--- config.mk ---
export PLATFORM = sky130hd
export DESIGN_NAME = firc_sched_flat
export DESIGN_NICKNAME = d
export VERILOG_FILES = /design/src/rtl/firc_sched_if.sv /design/src/rtl/firc_sched.sv /design/src/flat_wrapper.sv
export SDC_FILE = /design/constraint.sdc
export NUM_CORES = 1
export LEC_CHECK = 0
export ABC_CLOCK_PERIOD_IN_PS = 1300
export CORE_MARGIN = 1.5
export CORE_UTILIZATION = 39
export CTS_CLUSTER_DIAMETER = 60
export DETAILED_ROUTE_END_ITERATION = 12
export PLACE_DENSITY = 0.71
export SLEW_MARGIN = 10
export SYNTH_ARGS = -nofsm -noshare
export SYNTH_HDL_FRONTEND = slang
export SYNTH_SLANG_ARGS = --single-unit
--- constraint.sdc ---
create_clock -name Clk -period 1.3 [get_ports Clk]
set_input_delay 0.26 -clock Clk [delete_from_list [all_inputs] [get_ports Clk]]
set_output_delay 0.26 -clock Clk [all_outputs]
set_load 0.01 [all_outputs]
--- src/rtl/firc_sched_if.sv ---
// Control bundle between the FIR scheduler and the datapath/FIFO it sequences.
// The master is the scheduler. The slave is the datapath and sample-source side.
interface firc_sched_if;
  logic       SampAvail;
  logic       PushCoef;
  logic       SampRd;
  logic [1:0] Phase;
  logic       PhaseVld;
  logic       ZeroB;
  logic       CoefWrEn;
  logic       CoefRdy;
  logic       AccClr;
  logic       AccEn;
  logic       PushOut;
  logic       Busy;

  modport master (
    input  SampAvail, PushCoef,
    output SampRd, Phase, PhaseVld, ZeroB, CoefWrEn, CoefRdy,
           AccClr, AccEn, PushOut, Busy
  );

  modport slave (
    output SampAvail, PushCoef,
    input  SampRd, Phase, PhaseVld, ZeroB, CoefWrEn, CoefRdy,
           AccClr, AccEn, PushOut, Busy
  );
endinterface

--- src/rtl/firc_sched.sv ---
// Sequencer for the 29-tap symmetric complex FIR. It runs three tap-group phases per sample,
// tracks phase tags to the accumulator, and grants coefficient writes when the pipeline is drained.
module firc_sched #(
  parameter int PIPE_LAT = 3
) (
  input  logic        Clk,
  input  logic        Reset,
  firc_sched_if.master bus
);

  typedef enum logic [1:0] {IDLE, P0, P1, P2} state_t;

  state_t                     state_reg, state_next;
  logic [PIPE_LAT-1:0]        tag_vld_reg, tag_vld_next;
  logic [PIPE_LAT-1:0][1:0]   tag_phase_reg, tag_phase_next;
  logic                       push_out_reg;

  logic       start;
  logic       samp_rd;
  logic [1:0] phase;
  logic       phase_vld;
  logic       zero_b;
  logic       coef_rdy;
  logic       tag_out_vld;
  logic [1:0] tag_out_phase;

  // Reset also masks the pop, so a held SampAvail cannot drain the FIFO during reset.
  assign start = bus.SampAvail & ~bus.PushCoef & ~Reset;

  always_comb begin
    state_next = state_reg;
    samp_rd    = 1'b0;
    phase      = 2'd3;
    phase_vld  = 1'b0;
    zero_b     = 1'b0;
    case (state_reg)
      IDLE: begin
        samp_rd = start;
        if (start) state_next = P0;
      end
      P0: begin
        phase      = 2'd0;
        phase_vld  = 1'b1;
        state_next = P1;
      end
      P1: begin
        phase      = 2'd1;
        phase_vld  = 1'b1;
        state_next = P2;
      end
      P2: begin
        phase      = 2'd2;
        phase_vld  = 1'b1;
        zero_b     = 1'b1;
        samp_rd    = start;
        state_next = start ? P0 : IDLE;
      end
      default: state_next = IDLE;
    endcase
  end

  // Tag shift mirrors the adder + multiplier stages so control lines up with each product.
  for (genvar gi = 0; gi < PIPE_LAT; gi++) begin : g_tag
    if (gi == 0) begin : g_head
      assign tag_vld_next[gi]   = phase_vld;
      assign tag_phase_next[gi] = phase;
    end else begin : g_body
      assign tag_vld_next[gi]   = tag_vld_reg[gi-1];
      assign tag_phase_next[gi] = tag_phase_reg[gi-1];
    end
  end

  assign tag_out_vld   = tag_vld_reg[PIPE_LAT-1];
  assign tag_out_phase = tag_phase_reg[PIPE_LAT-1];

  always_ff @(posedge Clk) begin
    if (Reset) begin
      state_reg     <= IDLE;
      tag_vld_reg   <= '0;
      tag_phase_reg <= '0;
      push_out_reg  <= 1'b0;
    end else begin
      state_reg     <= state_next;
      tag_vld_reg   <= tag_vld_next;
      tag_phase_reg <= tag_phase_next;
      push_out_reg  <= tag_out_vld & (tag_out_phase == 2'd2);
    end
  end

  assign coef_rdy = (state_reg == IDLE) & ~(|tag_vld_reg);

  assign bus.SampRd   = samp_rd;
  assign bus.Phase    = phase;
  assign bus.PhaseVld = phase_vld;
  assign bus.ZeroB    = zero_b;
  assign bus.CoefRdy  = coef_rdy;
  assign bus.CoefWrEn = bus.PushCoef & coef_rdy & ~Reset;
  assign bus.AccEn    = tag_out_vld;
  assign bus.AccClr   = tag_out_vld & (tag_out_phase == 2'd0);
  assign bus.PushOut  = push_out_reg;
  assign bus.Busy     = (state_reg != IDLE) | (|tag_vld_reg) | push_out_reg;

endmodule

--- src/flat_wrapper.sv ---
// flat-port wrapper written by rule: the top's interface ports become plain ports
module firc_sched_flat 
#(
  parameter int PIPE_LAT = 3
)
  (Clk, Reset, bus_SampAvail, bus_PushCoef, bus_SampRd, bus_Phase, bus_PhaseVld, bus_ZeroB, bus_CoefWrEn, bus_CoefRdy, bus_AccClr, bus_AccEn, bus_PushOut, bus_Busy);
  firc_sched_if bus_i ();
  input  logic Clk;
  input  logic Reset;
  input wire logic [$bits(bus_i.SampAvail)-1:0] bus_SampAvail;
  input wire logic [$bits(bus_i.PushCoef)-1:0] bus_PushCoef;
  output wire logic [$bits(bus_i.SampRd)-1:0] bus_SampRd;
  output wire logic [$bits(bus_i.Phase)-1:0] bus_Phase;
  output wire logic [$bits(bus_i.PhaseVld)-1:0] bus_PhaseVld;
  output wire logic [$bits(bus_i.ZeroB)-1:0] bus_ZeroB;
  output wire logic [$bits(bus_i.CoefWrEn)-1:0] bus_CoefWrEn;
  output wire logic [$bits(bus_i.CoefRdy)-1:0] bus_CoefRdy;
  output wire logic [$bits(bus_i.AccClr)-1:0] bus_AccClr;
  output wire logic [$bits(bus_i.AccEn)-1:0] bus_AccEn;
  output wire logic [$bits(bus_i.PushOut)-1:0] bus_PushOut;
  output wire logic [$bits(bus_i.Busy)-1:0] bus_Busy;
  assign bus_i.SampAvail = bus_SampAvail;
  assign bus_i.PushCoef = bus_PushCoef;
  assign bus_SampRd = bus_i.SampRd;
  assign bus_Phase = bus_i.Phase;
  assign bus_PhaseVld = bus_i.PhaseVld;
  assign bus_ZeroB = bus_i.ZeroB;
  assign bus_CoefWrEn = bus_i.CoefWrEn;
  assign bus_CoefRdy = bus_i.CoefRdy;
  assign bus_AccClr = bus_i.AccClr;
  assign bus_AccEn = bus_i.AccEn;
  assign bus_PushOut = bus_i.PushOut;
  assign bus_Busy = bus_i.Busy;
  firc_sched #(.PIPE_LAT(PIPE_LAT)) u_core (.Clk(Clk), .Reset(Reset), .bus(bus_i));
endmodule
==> reports/results.txt <==
drt wl/cell: 10.8 um
CP arrival: 1.33 ns
Synth Flop Type: dfxtp_1
worst IR drop on VDD: 0.00150 V
Avg Vias per Cell: 4.51
M1 GR Usage: 18.4%
DP Wirelength: 695 um
Worst-Margin Slew: 0.203 ns
drt pass-1 iters: 1
ratio of cells with drive above 1 in the final layout: 57.7%
total gr overflow: 0
Setup TNS Final: -1.53 ns
Mapped Area: 510 um^2
htree depth: 1
input/output buffers: 14
number of DRC markers in iteration 0: 0
met3 Use GR: 5.78%
failing checks: setup timing
Worst setup EP type: primary output
Comb pwr share: 57.8%
Net Sw Power: 0.586 mW
Ys Warns: 0
gpl congestion: 0.733
grt met2 use: 27.9%
via count: 415
Hold WS: 0.441 ns
min cycle time layout: 1.59 ns
layer with the highest usage: met2
cells after synthesis: 47
vias in the first global route: 387
final setup margin: -0.293 ns
area of the multi-input gates: 284 um^2
Final Routed Wirelength: 997 um
placed insts: 84
final setup fails: 8
Worst-path clk slew: 0.08 ns
relative max-transition margin: 86.3%
Synth Net Count: 55
ant diodes: 0
CTS tree: built
DRC: 0
starting density of the core: 44.2%
NumNets Final: 87
count leader, synth: dfxtp_1
top cell type's share of synthesized area: 47.1%
unrepaired setup endpoints after global routing: yes
critical path peak fanout: 4
root buffer cell: clkbuf_4
cell row count: 12
Worst Clk Skew: 0.00440 ns
Layout area overhead: 66.2%
post-route insts no fill: 92
syn avg cell area: 10.9 um^2
first-pass GRT wire length: 1640 um
EDFF count, synth: 0
register share of total power: 27.2%
Overall Global Routing Usage: 16.9%
Cell Int Power: 1.31 mW
Pwr Density: 2240 nW/um^2
Hold Vio Cnt, Final: 0
# IOs: 15
FF-to-FF setup slack: -0.02 ns
DP Worst Slack: -0.515 ns
synth unique cells: 21
sequential fraction of the synthesis area: 47.1%
switch share: 30.9%
largest net degree at the start of global routing: 14
final period utilization: 123%
Fillers: 88
Num CTS Buffers: 3
worst skew pair latency: 0.26 ns
remaining antenna violation count: 0
Largest register FFs: 4
min-delay worst type: reg2reg
Chip Width: 39.2 um
Crit Path Class: reg2out
CTS Buffer Depth: 2
Die Area: 1540 um^2
Yosys top cell by area: dfxtp_1
leakage: 0.417 nW
Clk pwr share: 15.1%
achievable frequency: 0.628 GHz
Clock Sinks: 12
Post-CTS Hold Buffers: 0
die height: 39.2 um
initial antenna violation count: 0
final count of pins violating max slew: 0
status: finished with violations
Synth area leaders: dfxtp_1 (47%), ha_1 (9.8%), nor2b_1 (8.6%)
FF+latch area: 244 um^2
CORE AREA: 1160 um^2
Final Core Density: 73.4%
Max Cap Viol: 0
Worst setup SP type: flip-flop
most instantiated cells after synthesis: dfxtp_1 (12), nor2b_1 (7), ha_1 (4), inv_1 (4)
Yosys reg bits: 12
worst path required time: 1.04 ns
asr flop ratio synth: 0%
==> logic make-up after synthesis <==
family	share of synthesized area, %
flip-flops	47.1
AND/OR/NAND/NOR	28.2
multiplexers	1.96
AO/OA/AOI/OAI	6.13
buffers and inverters	6.86
adder cells (fa/ha/maj)	9.80
==> worst max-delay path, stage by stage (launching register included) <==
cell      delay, ns
dfxtp_2        0.35
inv_4          0.08
ha_4           0.13
nor4b_4        0.19
buf_4          0.15
nand2b_1       0.04
buf_2          0.13
==> final cells by class <==
class                           instances  area share [%]
Multi-Input combinational cell         28            33.5
Sequential cell                        12            28.8
Inverter                                4            2.06
Tap cell                               14            2.06
Clock buffer                            4            4.28
Timing Repair Buffer                   30            29.4
==> metal layers <==
metal	vias up	part of all wire [%]	wire length, um
li1	216	-	-
met1	187	44	435
met2	12	49	490
met3	0	7.0	70
met4	0	0	0
met5	-	0	0
==> placed cells by master, fill, tap and decap left out <==
cell and n:
nor3_2 1, or2_4 1, ha_4 2, and3b_2 1, ha_1 2, nor2b_1 7
inv_2 2, inv_1 1, buf_6 6, a21o_4 1, dfxtp_1 9, dfxtp_2 3
mux2i_1 1, clkdlybuf4s50_1 3, a221o_1 1, nor2_1 2, nor3b_2 1, inv_4 1
nand3_1 1, dlygate4sd2_1 1, buf_4 14, nand2b_4 1, nor4bb_1 1, dlymetal6s2s_1 1
a21oi_2 1, nor4b_4 1, clkbuf_8 1, nand2b_1 2, buf_2 5, o31ai_1 1
clkbuf_4 3
==> power by group through the flow <==
stage | sequential [mW] | clock [mW] | combinational, mW
after floorplan | 0.517 | 0 | 0.486
after global placement | 0.510 | 0 | 0.954
after detailed placement | 0.514 | 0 | 0.973
after CTS | 0.510 | 0.302 | 1.01
after global routing | 0.525 | 0.309 | 1.19
final | 0.515 | 0.286 | 1.10
==> metrics by stage <==
step,power (mW),cell area [um^2]
2_1_floorplan,1.00,527
3_3_place_gp,1.46,754
3_5_place_dp,1.49,754
4_1_cts,1.82,810
5_1_grt,2.02,848
6_report,1.90,848
==> repair_timing <==
action / 4_1_cts / 5_1_grt
setup buffers: 1 / 3
gates resized for setup: 47 / 7
setup endpoints to repair: 12 / 12
gates cloned: 0 / 0
pin swaps: 2 / 2
==> worst paths after layout <==
path,start,end,cells past startpoint
worst min-delay path,u_core.tag_phase_next[2],u_core.tag_phase_next[4],1
worst max register to register,u_core.state_reg[0],u_core.state_reg[0],7
worst max-delay path,u_core.state_reg[0],bus_Busy,6
worst min register to register,u_core.tag_phase_next[2],u_core.tag_phase_next[4],1
Note: power is estimated with default switching activity, not from simulation.
